[src/rtl/proc_imul_arbiter_if.sv]
`default_nettype none
// ============================================================================
//  Module   : proc_imul_arbiter_if
//  Purpose  : Handshake bundle between N requesters, the multiplier arbiter
//             and one shared iterative integer multiplier.
//  Signals  : req_val/req_rdy/req_msg      - per-requester request channel
//             resp_val/resp_rdy/resp_msg   - per-requester response channel
//             imul_req_*                   - request channel to multiplier
//             imul_resp_*                  - response channel from multiplier
//             busy, owner                  - arbiter status
//  Modports : slave  - arbiter view
//             master - environment view (requesters + multiplier)
//  Revision : 1.0  initial release
// ============================================================================
interface proc_imul_arbiter_if #(
    parameter int P_NUM_REQS = 2
);
    localparam int C_ID_NBITS = $clog2(P_NUM_REQS);

    logic [P_NUM_REQS-1:0]    req_val;
    logic [P_NUM_REQS-1:0]    req_rdy;
    logic [64*P_NUM_REQS-1:0] req_msg;
    logic [P_NUM_REQS-1:0]    resp_val;
    logic [P_NUM_REQS-1:0]    resp_rdy;
    logic [31:0]              resp_msg;
    logic                     imul_req_val;
    logic                     imul_req_rdy;
    logic [63:0]              imul_req_msg;
    logic                     imul_resp_val;
    logic                     imul_resp_rdy;
    logic [31:0]              imul_resp_msg;
    logic                     busy;
    logic [C_ID_NBITS-1:0]    owner;

    modport slave (
        input  req_val, req_msg, resp_rdy, imul_req_rdy, imul_resp_val, imul_resp_msg,
        output req_rdy, resp_val, resp_msg, imul_req_val, imul_req_msg, imul_resp_rdy,
               busy, owner
    );

    modport master (
        output req_val, req_msg, resp_rdy, imul_req_rdy, imul_resp_val, imul_resp_msg,
        input  req_rdy, resp_val, resp_msg, imul_req_val, imul_req_msg, imul_resp_rdy,
               busy, owner
    );
endinterface
`default_nettype wire

[src/rtl/proc_imul_arbiter.sv]
`default_nettype none
// ============================================================================
//  Module   : proc_imul_arbiter
//  Purpose  : Round-robin arbiter sharing one iterative multiplier among
//             P_NUM_REQS requesters. One operation in flight at a time; the
//             response is steered back to the requester that owns it.
//  Ports    : clk   - clock, rising edge
//             reset - synchronous reset, active low
//             bus   - proc_imul_arbiter_if.slave (request/response channels,
//                     multiplier channels, busy/owner status)
//  Revision : 1.0  initial release
// ============================================================================
module proc_imul_arbiter #(
    parameter int P_NUM_REQS = 2
) (
    input  wire logic           clk,
    input  wire logic           reset,
    proc_imul_arbiter_if.slave  bus
);
    localparam int C_ID_NBITS = $clog2(P_NUM_REQS);
    localparam int C_IDX_W    = C_ID_NBITS + 1;

    typedef enum logic [0:0] {
        ST_IDLE = 1'b0,
        ST_WAIT = 1'b1
    } state_t;

    state_t                  r_state;
    state_t                  w_state_nxt;
    logic [C_ID_NBITS-1:0]   r_prio_ptr;
    logic [C_ID_NBITS-1:0]   w_prio_nxt;
    logic [C_ID_NBITS-1:0]   r_owner;
    logic [C_ID_NBITS-1:0]   w_owner_nxt;

    logic [C_ID_NBITS-1:0]   w_grant_id;
    logic                    w_found;
    logic [C_IDX_W-1:0]      w_idx;
    logic [P_NUM_REQS-1:0]   w_grant_oh;

    logic [P_NUM_REQS-1:0]   w_req_rdy;
    logic [P_NUM_REQS-1:0]   w_resp_val;
    logic                    w_imul_req_val;
    logic [63:0]             w_imul_req_msg;
    logic                    w_imul_resp_rdy;

    // Rotating priority scan: visit prio_ptr, prio_ptr+1, ... with wrap and
    // take the first asserted request. The index is one bit wider than the
    // id so the sum cannot overflow before the wrap correction.
    always_comb begin
        w_found    = 1'b0;
        w_grant_id = '0;
        w_idx      = '0;
        for (int k = 0; k < P_NUM_REQS; k++) begin
            w_idx = {1'b0, r_prio_ptr} + C_IDX_W'(k);
            if (w_idx >= C_IDX_W'(P_NUM_REQS)) begin
                w_idx = w_idx - C_IDX_W'(P_NUM_REQS);
            end
            if (!w_found && bus.req_val[w_idx[C_ID_NBITS-1:0]]) begin
                w_found    = 1'b1;
                w_grant_id = w_idx[C_ID_NBITS-1:0];
            end
        end
    end

    always_comb begin
        w_grant_oh = '0;
        if (w_found) begin
            w_grant_oh[w_grant_id] = 1'b1;
        end
    end

    always_ff @(posedge clk) begin
        if (!reset) begin
            r_state    <= ST_IDLE;
            r_prio_ptr <= '0;
            r_owner    <= '0;
        end else begin
            r_state    <= w_state_nxt;
            r_prio_ptr <= w_prio_nxt;
            r_owner    <= w_owner_nxt;
        end
    end

    always_comb begin
        w_state_nxt     = r_state;
        w_prio_nxt      = r_prio_ptr;
        w_owner_nxt     = r_owner;
        w_req_rdy       = '0;
        w_resp_val      = '0;
        w_imul_req_val  = 1'b0;
        w_imul_req_msg  = '0;
        w_imul_resp_rdy = 1'b0;

        case (r_state)
            ST_IDLE: begin
                w_imul_req_val = w_found;
                if (w_found) begin
                    w_imul_req_msg = bus.req_msg[w_grant_id*64 +: 64];
                end
                // Only the granted requester may see ready, so a losing
                // requester never believes its operands were taken.
                w_req_rdy = w_grant_oh & {P_NUM_REQS{bus.imul_req_rdy}};
                if (w_found && bus.imul_req_rdy) begin
                    w_state_nxt = ST_WAIT;
                    w_owner_nxt = w_grant_id;
                    w_prio_nxt  = (w_grant_id == C_ID_NBITS'(P_NUM_REQS - 1))
                                  ? '0 : w_grant_id + 1'b1;
                end
            end
            ST_WAIT: begin
                w_resp_val[r_owner] = bus.imul_resp_val;
                w_imul_resp_rdy     = bus.resp_rdy[r_owner];
                if (bus.imul_resp_val && bus.resp_rdy[r_owner]) begin
                    w_state_nxt = ST_IDLE;
                end
            end
            default: begin
                w_state_nxt = ST_IDLE;
            end
        endcase

        // Handshake outputs stay quiet while reset is held so neither side
        // can complete a transfer that the next edge would discard.
        if (!reset) begin
            w_req_rdy       = '0;
            w_resp_val      = '0;
            w_imul_req_val  = 1'b0;
            w_imul_resp_rdy = 1'b0;
        end
    end

    assign bus.req_rdy       = w_req_rdy;
    assign bus.resp_val      = w_resp_val;
    assign bus.imul_req_val  = w_imul_req_val;
    assign bus.imul_req_msg  = w_imul_req_msg;
    assign bus.imul_resp_rdy = w_imul_resp_rdy;
    assign bus.resp_msg      = bus.imul_resp_msg;
    assign bus.busy          = (r_state == ST_WAIT) && reset;
    assign bus.owner         = r_owner;

endmodule
`default_nettype wire
[src/flat_wrapper.sv]
// flat-port wrapper written by rule: the top's interface ports become plain ports
module proc_imul_arbiter_flat 
#(
    parameter int P_NUM_REQS = 2
)
  (clk, reset, bus_req_val, bus_req_msg, bus_resp_rdy, bus_imul_req_rdy, bus_imul_resp_val, bus_imul_resp_msg, bus_req_rdy, bus_resp_val, bus_resp_msg, bus_imul_req_val, bus_imul_req_msg, bus_imul_resp_rdy, bus_busy, bus_owner);
  proc_imul_arbiter_if #(.P_NUM_REQS(P_NUM_REQS)) bus_i ();
  input  wire logic clk;
  input  wire logic reset;
  input wire logic [$bits(bus_i.req_val)-1:0] bus_req_val;
  input wire logic [$bits(bus_i.req_msg)-1:0] bus_req_msg;
  input wire logic [$bits(bus_i.resp_rdy)-1:0] bus_resp_rdy;
  input wire logic [$bits(bus_i.imul_req_rdy)-1:0] bus_imul_req_rdy;
  input wire logic [$bits(bus_i.imul_resp_val)-1:0] bus_imul_resp_val;
  input wire logic [$bits(bus_i.imul_resp_msg)-1:0] bus_imul_resp_msg;
  output wire logic [$bits(bus_i.req_rdy)-1:0] bus_req_rdy;
  output wire logic [$bits(bus_i.resp_val)-1:0] bus_resp_val;
  output wire logic [$bits(bus_i.resp_msg)-1:0] bus_resp_msg;
  output wire logic [$bits(bus_i.imul_req_val)-1:0] bus_imul_req_val;
  output wire logic [$bits(bus_i.imul_req_msg)-1:0] bus_imul_req_msg;
  output wire logic [$bits(bus_i.imul_resp_rdy)-1:0] bus_imul_resp_rdy;
  output wire logic [$bits(bus_i.busy)-1:0] bus_busy;
  output wire logic [$bits(bus_i.owner)-1:0] bus_owner;
  assign bus_i.req_val = bus_req_val;
  assign bus_i.req_msg = bus_req_msg;
  assign bus_i.resp_rdy = bus_resp_rdy;
  assign bus_i.imul_req_rdy = bus_imul_req_rdy;
  assign bus_i.imul_resp_val = bus_imul_resp_val;
  assign bus_i.imul_resp_msg = bus_imul_resp_msg;
  assign bus_req_rdy = bus_i.req_rdy;
  assign bus_resp_val = bus_i.resp_val;
  assign bus_resp_msg = bus_i.resp_msg;
  assign bus_imul_req_val = bus_i.imul_req_val;
  assign bus_imul_req_msg = bus_i.imul_req_msg;
  assign bus_imul_resp_rdy = bus_i.imul_resp_rdy;
  assign bus_busy = bus_i.busy;
  assign bus_owner = bus_i.owner;
  proc_imul_arbiter #(.P_NUM_REQS(P_NUM_REQS)) u_core (.clk(clk), .reset(reset), .bus(bus_i));
endmodule
[config.mk]
export PLATFORM = sky130hd
export DESIGN_NAME = proc_imul_arbiter_flat
export DESIGN_NICKNAME = d
export VERILOG_FILES = /design/src/rtl/proc_imul_arbiter_if.sv /design/src/rtl/proc_imul_arbiter.sv /design/src/flat_wrapper.sv
export SDC_FILE = /design/constraint.sdc
export NUM_CORES = 1
export LEC_CHECK = 0
export BUFFER_PORTS_ARGS = -buffer_cell sky130_fd_sc_hd__buf_2
export CORE_AREA = 2 2 106 108
export CTS_BUF_LIST = sky130_fd_sc_hd__clkbuf_2 sky130_fd_sc_hd__clkbuf_4 sky130_fd_sc_hd__clkbuf_8
export DETAILED_ROUTE_END_ITERATION = 16
export DIE_AREA = 0 0 108 110
export MAX_ROUTING_LAYER = met4
export SYNTH_ARGS = -nofsm -noshare
export SYNTH_HDL_FRONTEND = slang
export SYNTH_SLANG_ARGS = --single-unit
[constraint.sdc]
create_clock -name clk -period 2.1 [get_ports clk]
set_input_delay 0.63 -clock clk [delete_from_list [all_inputs] [get_ports clk]]
set_output_delay 0.63 -clock clk [all_outputs]
set_load 0.05 [all_outputs]
==> impl_results.md, run 1 <==
* Via density at 4.749
* Ant diodes at 0
* Post-Syn Instances at between 200 and 300
* Die span in x at about 110 µm
* Synthesized flop and latch total at 3
* CP max-delay cell: nand3b_1
* Power, Total at about 1.9 mW
* CP Class: input port to primary output
* Share of post-route cells with drive strength above 1 at 0.6970
* Avg Inst Size Synth at around 6.9 µm²
* Lkg Pwr at 1.666 nW
* Die area at 11880 µm²
* Status: finished, violations left
* Mapped Nets at 455
* Synth warn at 0
* Gr ovfl total at 0
* Hold Path Class: flop to flop
* Tmin final at around 2.4 ns
* Worst Setup End Kind: primary output
* Total Routing Usage GR at 0.1344
* Remaining antenna violation count at 0
* H-Tree Depth at 1
* CP most frequent cell: buf_8
* Starting DRT DRC Count at roughly 170
* Initial antenna violation count at 0
* Required time of the critical path at between 1 and 1.5 ns
* VDD IR max at roughly 0.00032 V
* Commonest non-fill, non-tap cells in the layout: buf_2 (138), buf_6 (70), nand3b_1 (64)
* Pwr Density at 469.7 nW/µm²
* CTS tree: done
* Clock buffer depth at 2
* Fin Hold WS at slightly below 0.6 ns
* Post-synthesis sequential area ratio at 0.03023
* Failing checks: negative setup slack
* Area grow syn2layout at 103.2%
* Number of cells after detailed placement at between 500 and 600
* Hold_buf cts at 0
* Detailed Route WL at between 9000 and 10000 µm
* Final slew viol count at 0
* Worst skew pair latency at ~0.21 ns
* Clk pin slew, worst setup/hold paths at 0.03 ns
* Most common cell after layout, fill and taps aside: buf_2
* CTS root buf: clkbuf_8
* Slew HR at 0.8162
* Unique masters post-synth at 25
* DPL Wire Length at between 5000 and 6000 µm
* Final core occ at 0.3774
* Fin crit share at 1.132
* CP Launch Type: input port
* Nets at 631
* Global-route wire length before repair at around 13000 µm
* Slowest Stage Delay on Critical Path at approximately 0.20 ns
* Initial Util at 0.1857
* Residual DRC at 0
* Area of the multi-input gates at around 1700 µm²
* Final setup fails at 66
* Crit-path cells: buf_8 -> nor2b_4 -> buf_8 -> buf_16 -> nand3b_1 -> a21oi_2 -> buf_6
* # fillers at around 1100
* Std-Cell Rows at 38
* Vias at around 2900
* M1 WL at 3729 µm
* Final Non-Filler Cells at 602
* Core ar. at 10700 µm²
* Boundary Pins at around 270
* Worst-margin pin slew at 0.2739 ns
* Mapped Area at roughly 2000 µm²
* Routed wl met2 at 5280 µm
* I/O Buffers at between 200 and 250
* Worst-path maximum fanout at 16
* Pin count of the biggest net entering global routing at 35
* Clock sink total at 3
* Die Height at ~110 µm
* DR top layer: met4
* Wire per inst at about 16 µm
* Worst EP arrival at ~1.8 ns
* Peak Freq at 420.7 MHz
* Pre-antenna DRT Iters at 4
* Sequential cell area at around 60 µm²
* Unrepaired setup endpoints after global routing: true
* Worst Clk Skew at roughly 0.00060 ns
* RD Place Congestion at approximately 0.69
* Post-route setup slack at -0.2769 ns
* Met3 routed WL at ~600 µm
* Fin. Hold Viols at 0
* Number of global-route vias before repair at approximately 2700
* CTS Buf Count at 3
* # Max-Cap Violations at 0
==> sequential cells by signal, summed over array words and instances (netlist names) <==
| register | count |
|---|---|
| u_core.bus.owner | 1 |
| u_core.r_prio_ptr | 1 |
| u_core.r_state | 1 |
==> routing by layer <==
| layer | track usage | up-vias |
|---|---|---|
| met5 | - | - |
| met4 | 0.02289 | 0 |
| met3 | 0.01529 | 16 |
| met2 | 0.2772 | 139 |
| met1 | 0.1367 | 1346 |
| li1 | - | 1358 |
==> final timing paths <==
| check | slack, ns | endpoint | cells after the start | startpoint |
|---|---|---|---|---|
| max | -0.28 | bus_imul_req_msg[44] | 7 | bus_req_val[0] |
| min | 0.59 | u_core.bus.owner | 1 | u_core.bus.owner |
| max reg2reg | 0.69 | u_core.bus.owner | 6 | u_core.r_prio_ptr |
| min reg2reg | 0.59 | u_core.bus.owner | 1 | u_core.bus.owner |
==> cells in the mapped netlist <==
master    count  area, µm²
buf_4        40      300.3
nor2b_1       1      6.260
o21ai_0       8      40.04
buf_2        18      90.09
a31o_1        1      8.760
a311oi_1      1      8.760
buf_6         5      56.30
o21a_1        1      7.510
dfxtp_1       3      60.06
or2_1         1      6.260
and3_1        1      6.260
o21ai_1      57      285.3
nor3b_1       1      7.510
nor4_4        1      21.27
nor3_1        1      5.000
clkbuf_1      3      11.26
a21oi_1      15      75.07
a21oi_2      50      437.9
nor2b_4       1      13.76
buf_1         1      3.750
inv_1         3      11.26
nand3b_1     64      480.5
mux2i_1       1      10.01
nand2_1       6      22.52
nor2_1        3      11.26
==> final cells by class <==
cell class | count | area share
Inverter | 3 | 0.003719
Sequential cell | 3 | 0.01487
Timing Repair Buffer | 237 | 0.5070
Multi-Input combinational cell | 215 | 0.4190
Clock buffer | 4 | 0.01209
Tap cell | 140 | 0.04338
==> worst max-delay path: cells and delay by family <==
family                 cells  cell delay (ns)
buffers and inverters      4             0.57
and+or+nand+nor            2             0.35
AOI/OAI and AO/OA          1             0.18
==> where the power goes <==
| group | internal, mW | switching (mW) | leakage [nW] | total, mW |
|---|---|---|---|---|
| registers | 0.0622 | 0.00573 | 0.0248 | 0.0679 |
| clock network | 0.142 | 0.0366 | 0.0262 | 0.179 |
| logic | 0.679 | 0.971 | 1.61 | 1.65 |
==> through the flow <==
stage / TNS [ns] / cell area, µm² / setup slack [ns]
3_5_place_dp: -21.08 / 3108 / -0.3912
3_3_place_gp: -17.98 / 3108 / -0.3505
2_1_floorplan: -10.68 / 2228 / -0.2124
6_report: -14.05 / 4038 / -0.2769
4_1_cts: -14.12 / 3831 / -0.2655
5_1_grt: -16.72 / 4038 / -0.3160
==> what timing repair did <==
action,CTS,global route
endpoints found under the setup margin,67,67
gates cloned,6,8
gates resized for setup,150,15
pin swaps,3,4
hold endpoints to repair,0,0
buffers inserted,4,2
==> kinds of logic (layout without fill, tap and decap cells) <==
family | after synthesis | count (layout) | share of synthesized area
AOI/OAI and AO/OA | 133 | 133 | 0.4345
buffers and inverters | 70 | 244 | 0.2380
DFF | 3 | 3 | 0.03023
muxes | 1 | 1 | 0.005038
and+or+nand+nor | 80 | 81 | 0.2922
Note: power is estimated with default switching activity, not from simulation.
==> run 2: changes to the inputs <==
CELL_PAD_IN_SITES_DETAIL_PLACEMENT = 1   (was unset)
CELL_PAD_IN_SITES_GLOBAL_PLACEMENT = 1   (was unset)
PLACE_DENSITY_LB_ADDON = 0.1   (was unset)
==> run 2 against run 1 <==
  * The flow still finishes with violations (negative setup slack)
  * First-iteration DRC count down 50%
  * Sequential power about the same
  * Worst setup slack better by 0.048 ns
  * Fmax up 2.1%
  * Cell count up 1.7%
  * Via count up 1.0%
  * Critical path depth unchanged
  * Cell area up 4.9%
  * Wire length up 14%
  * Register-to-register slack better by 0.21 ns
  * Utilization up 1.8 points
  * Die area unchanged
  * Largest power group unchanged
==> impl_results.md, run 2 (synthesized netlist as in run 1, its figures left out) <==
* Initial Util at 0.1857 (unchanged)
* Fin. Hold Viols at 0 (unchanged)
* # fillers at 1307 (+22%)
* Pwr Density at 465.0 nW/µm² (-1.0%)
* Remaining antenna violation count at 0 (unchanged)
* Die area at 11880 µm² (unchanged)
* Grt peak-use layer: met2
* Clk pin slew, worst setup/hold paths at 0.03 ns (about the same)
* Std-Cell Rows at 38 (unchanged)
* Vias at 2888 (+1.0%)
* Worst skew pair latency at 0.22 ns (about the same)
* Core ar. at 10700 µm² (unchanged)
* Failing checks: negative setup slack
* Hold_buf cts at 0 (unchanged)
* CP Launch Type: input port
* Commonest non-fill, non-tap cells in the layout: buf_2 (138), buf_6 (65), nand3b_1 (64)
* R2r setup slk at 0.90 ns (+0.21 ns)
* CTS tree: done
* Worst-margin pin slew at 0.2552 ns (-0.01865 ns)
* Worst Setup End Kind: primary output
* RD Place Congestion at 0.7680 (+11%)
* Lkg Pwr at 1.749 nW (+5.0%)
* Placed Area at 3181 µm² (+2.3%)
* Slew HR at 0.8250 (+0.008803)
* TNS Setup at -12.50 ns (+1.549 ns)
* Residual DRC at 0 (unchanged)
* Pre-antenna DRT Iters at 4 (unchanged)
* Unrepaired setup endpoints after global routing: true
* Boundary Pins at 272 (unchanged)
* Met3 GRT Util at 0.01881 (+0.003527)
* Peak Freq at 429.4 MHz (+2.1%)
* CP Class: input port to primary output
* Total Routing Usage GR at 0.1654 (+0.03103)
* Power, Total at 1.969 mW (+3.8%)
* Number of global-route vias before repair at 2962 (+9.3%)
* # Max-Cap Violations at 0 (unchanged)
* Nets at 640 (+1.4%)
* Global routing usage on met1 at 0.1973 (+0.06054)
* Pin count of the biggest net entering global routing at 33 (-5.7%)
* Detailed Route WL at 11070 µm (+14%)
* VDD IR max at 0.0002550 V (-20%)
* Final setup fails at 66 (unchanged)
* Area grow syn2layout at 113.2%
* Wire per inst at 18.09 µm (+12%)
* Initial antenna violation count at 1 (+1)
* Starting DRT DRC Count at 87 (-50%)
* Worst EP arrival at 1.70 ns (-0.05 ns)
* Post-route design area at 4235 µm² (+4.9%)
* Required time of the critical path at 1.47 ns (about the same)
* Worst Clk Skew at 0.004511 ns (+0.003914 ns)
* Hold Path Class: flop to flop
* Status: finished, violations left
* GRT met2 Usage at 0.2992 (+0.02201)
* DPL Wire Length at 6794 µm (+18%)
* Gr ovfl total at 0 (unchanged)
* Global-route wire length before repair at 15290 µm (+19%)
* Clock sink total at 3 (unchanged)
* Fin crit share at 1.109 (-0.02294)
* Via density at 4.719 (-0.64%)
* Final slew viol count at 0 (unchanged)
* Setup WS pre-CTS at -0.3876 ns (+0.003609 ns)
* H-Tree Depth at 1 (unchanged)
* CTS root buf: clkbuf_8
* Die Height at 110 µm (unchanged)
* Worst-path maximum fanout at 14 (-2)
* I/O Buffers at 207 (unchanged)
* Clock buffer depth at 2 (unchanged)
* Post-route setup slack at -0.2287 ns (+0.04816 ns)
* Most common cell after layout, fill and taps aside: buf_2
* Final core occ at 0.3959 (+0.01848)
* CTS Buf Count at 3 (unchanged)
* Die span in x at 108 µm (unchanged)
* Share of post-route cells with drive strength above 1 at 0.7219 (+0.02490)
* Tmin final at 2.329 ns (-0.04817 ns)
[run 2: final timing paths]
kind / startpoint / cells after the start / to
worst max-delay path: bus_req_val[0] / 7 / bus_imul_req_msg[59]
worst min-delay path: u_core.r_prio_ptr / 1 / u_core.r_prio_ptr
worst max register to register: u_core.r_prio_ptr / 5 / u_core.bus.owner
worst min register to register: u_core.r_prio_ptr / 1 / u_core.r_prio_ptr
[run 2: power by group]
group	switching, mW	internal, mW
Sequential	0.00584	0.0622
Clock	0.0403	0.143
Combinational	0.995	0.723
Total	1.04	0.928
[run 2: routing by layer]
metal / vias up / wire length, µm
met1: 1359 / 4461
li1: 1387 / -
met4: 0 / 116
met5: - / 0
met2: 126 / 5783
met3: 16 / 707
[run 2: stage by stage]
| stage | std cells | hold slack (ns) |
|---|---|---|
| after floorplan | 287 | 0.5300 |
| after global placement | 586 | 0.5664 |
| final | 612 | 0.5699 |
| after global routing | 612 | 0.5874 |
| after detailed placement | 586 | 0.5687 |
| after CTS | 603 | 0.5718 |
[run 2: repair_timing]
action,4_1_cts,5_1_grt
setup buffers,6,0
cloned,7,9
endpoints found under the hold margin,0,0
resized for setup,160,26
endpoints found under the setup margin,68,67
pin swaps,18,15
[run 2: layout make-up]
type | instances | area [µm²] | area share
timing repair buffer | 246 | 2188 | 0.5167
clock buffer | 4 | 48.80 | 0.01152
tap | 140 | 175.2 | 0.04136
antenna | 1 | 2.502 | 0.0005908
multi-input combinational | 215 | 1745 | 0.4121
sequential | 3 | 60.06 | 0.01418
inverter | 3 | 15.01 | 0.003545
[run 2: worst max-delay path, stage by stage]
cell and delay [ns]:
buf_8 0.09, nor2b_4 0.13, buf_12 0.16, buf_12 0.15
nand3b_1 0.21, a21oi_4 0.15, buf_6 0.17
==> run 3: changes to the inputs <==
RECOVER_POWER = 100   (was unset)
==> run 3 against run 2 <==
  * The run still ends with negative setup slack left
  * Cell count is the same
  * Clock power is essentially flat
  * Sequential power is essentially flat
  * Largest cell class unchanged
  * Clock-buffer cell count is the same
  * First-iteration DRC count is the same
  * Global-route usage is the same
  * Clock skew is essentially flat
  * Fmax is essentially flat
  * Flip-flop and latch count is the same
  * Via count is essentially flat
  * Combinational power is essentially flat
==> impl_results.md, run 3 (synthesized netlist as in run 1, its figures left out) <==
* Required time of the critical path at 1.47 ns (about the same)
* Crit path launch: bus_req_val[0]
* Final slew viol count at 0 (unchanged)
* CP top delay family: buffers and inverters
* CP endpoint: bus_imul_req_msg[59]
* Initial antenna violation count at 1 (unchanged)
* Number of global-route vias before repair at 2962 (unchanged)
* RD Place Congestion at 0.7680 (unchanged)
* Slowest Stage Delay on Critical Path at 0.21 ns (about the same)
* I/O Buffers at 207 (unchanged)
* Commonest non-fill, non-tap cells in the layout: buf_2 (134), buf_6 (65), nand3b_1 (64)
* CP Class: input port to primary output
* DPL Wire Length at 6794 µm (unchanged)
* Core ar. at 10700 µm² (unchanged)
* Wire per inst at 18.09 µm (unchanged)
* Worst-margin pin slew at 0.5849 ns (+0.3297 ns)
* # Max-Cap Violations at 0 (unchanged)
* Number of cells after detailed placement at 586 (unchanged)
* Final setup fails at 66 (unchanged)
* # fillers at 1307 (unchanged)
* Remaining antenna violation count at 0 (unchanged)
* Worst Setup End Kind: primary output
* Die span in x at 108 µm (unchanged)
* Fin. Hold Viols at 0 (unchanged)
* Critical path buffers and inverters at 4 (unchanged)
* Die Height at 110 µm (unchanged)
* Pre-antenna DRT Iters at 4 (unchanged)
* Pin count of the biggest net entering global routing at 33 (unchanged)
* TNS Setup at -12.50 ns (+0.003100 ns)
* Std-Cell Rows at 38 (unchanged)
* Routed wl met2 at 5780 µm (about the same)
* Fin crit share at 1.109 (about the same)
* DR top layer: met4
* Post-route setup slack at -0.2286 ns (+0.0001590 ns)
* Global-route wire length before repair at 15290 µm (unchanged)
* Boundary Pins at 272 (unchanged)
* Gr ovfl total at 0 (unchanged)
* Clock sink total at 3 (unchanged)
* Vias at 2889 (+0.035%)
* Final Non-Filler Cells at 612 (unchanged)
* Cells on worst reg2reg path at 5 (unchanged)
* CP Launch Type: input port
* Status: finished, violations left
* Starting DRT DRC Count at 87 (unchanged)
* Worst Clk Skew at 0.004632 ns (+0.0001218 ns)
* CTS Buf Count at 3 (unchanged)
* Met3 routed WL at 714 µm (+0.99%)
* Residual DRC at 0 (unchanged)
* Die area at 11880 µm² (unchanged)
* Unrepaired setup endpoints after global routing: true
* Setup WS pre-CTS at -0.3876 ns (unchanged)
* H-Tree Depth at 1 (unchanged)
* CTS root buf: clkbuf_8
* Critical R2R Capture: u_core.bus.owner
* Clock buffer depth at 2 (unchanged)
* Clk pin slew, worst setup/hold paths at 0.03 ns (about the same)
* Crit Reg-Reg Startpoint: u_core.r_prio_ptr
* Lkg Pwr at 1.740 nW (-0.48%)
* VDD IR max at 0.0002553 V (about the same)
* Worst EP arrival at 1.70 ns (about the same)
* CTS tree: done
* Area grow syn2layout at 112.7%
* Most common cell after layout, fill and taps aside: buf_2
* M1 WL at 4456 µm (-0.11%)
* Peak Freq at 429.4 MHz (about the same)
* Tmin final at 2.329 ns (-0.0001590 ns)
* Worst skew pair latency at 0.22 ns (about the same)
* Pwr Density at 465.5 nW/µm² (+0.11%)
* Crit path depth at 7 (unchanged)
* Power, Total at 1.967 mW (-0.13%)
* CP max-delay cell: nand3b_1
* Slew HR at 0.6117 (-0.2133)
* Hold Path Class: flop to flop
* Total Routing Usage GR at 0.1654 (unchanged)
* Nets at 640 (unchanged)
* Initial Util at 0.1857 (unchanged)
* Failing checks: negative setup slack
* Via density at 4.721 (about the same)
* CP most frequent cell: buf_12
* Share of post-route cells with drive strength above 1 at 0.7197 (-0.002123)
* Crit-path cells: buf_8 -> nor2b_4 -> buf_12 -> buf_12 -> nand3b_1 -> a21oi_4 -> buf_6
* Worst-path maximum fanout at 14 (unchanged)
* Detailed Route WL at 11070 µm (unchanged)
* R2r setup slk at 0.90 ns (about the same)
==> run 3: how the worst min path moves through the flow <==
| stage | startpoint | to | slack, ns | cells past startpoint |
|---|---|---|---|---|
| floorplan | u_core.r_prio_ptr | u_core.r_prio_ptr | 0.53 | 1 |
| global placement | u_core.r_prio_ptr | u_core.r_prio_ptr | 0.57 | 1 |
| detailed placement | u_core.r_prio_ptr | u_core.r_prio_ptr | 0.57 | 1 |
| CTS | u_core.r_prio_ptr | u_core.r_prio_ptr | 0.57 | 1 |
| global route | u_core.r_prio_ptr | u_core.r_prio_ptr | 0.59 | 1 |
| finish | u_core.r_prio_ptr | u_core.r_prio_ptr | 0.57 | 1 |
==> run 3: metal layers <==
layer / GRT usage / vias up
met4: 0.03846 / 0
met5: - / -
li1: - / 1387
met1: 0.1973 / 1358
met2: 0.2992 / 128
met3: 0.01881 / 16
==> run 3: worst reg2reg max path, cell delays in order (launching register included) <==
cell	delay, ns
dfxtp_1	0.34
nor2b_4	0.18
buf_6	0.17
buf_16	0.15
nor4_4	0.05
a31o_1	0.19
==> run 3: cell type report <==
| cell class | count | area [µm²] | area share |
|---|---|---|---|
| Inverter | 3 | 12.51 | 0.002961 |
| Clock buffer | 4 | 48.80 | 0.01155 |
| Multi-Input combinational cell | 215 | 1739 | 0.4116 |
| Antenna cell | 1 | 2.502 | 0.0005922 |
| Sequential cell | 3 | 60.06 | 0.01421 |
| Tap cell | 140 | 175.2 | 0.04146 |
| Timing Repair Buffer | 246 | 2187 | 0.5176 |
==> run 3: repair_timing <==
item                                    4_1_cts  5_1_grt
endpoints found under the hold margin         0        0
gates cloned                                  7        9
hold buffers                                  0        0
endpoints found under the setup margin       68       67
buffers inserted                              6        0
gates resized for setup                     160       26
pin swaps                                    18       15
==> run 3: report_power, final <==
group          switching [mW]  total, mW  internal [mW]
logic                   0.993       1.72          0.722
registers             0.00578     0.0679         0.0622
clock network          0.0407      0.183          0.143
==> run 3: metrics by stage <==
step                instance area (µm²)  hold WS (ns)  utilization
floorplan                          2228        0.5300            -
global placement                   3181        0.5664       0.2973
detailed placement                 3181        0.5687       0.2973
CTS                                3968        0.5718       0.3709
global route                       4225        0.5874       0.3950
finish                             4225        0.5668       0.3950
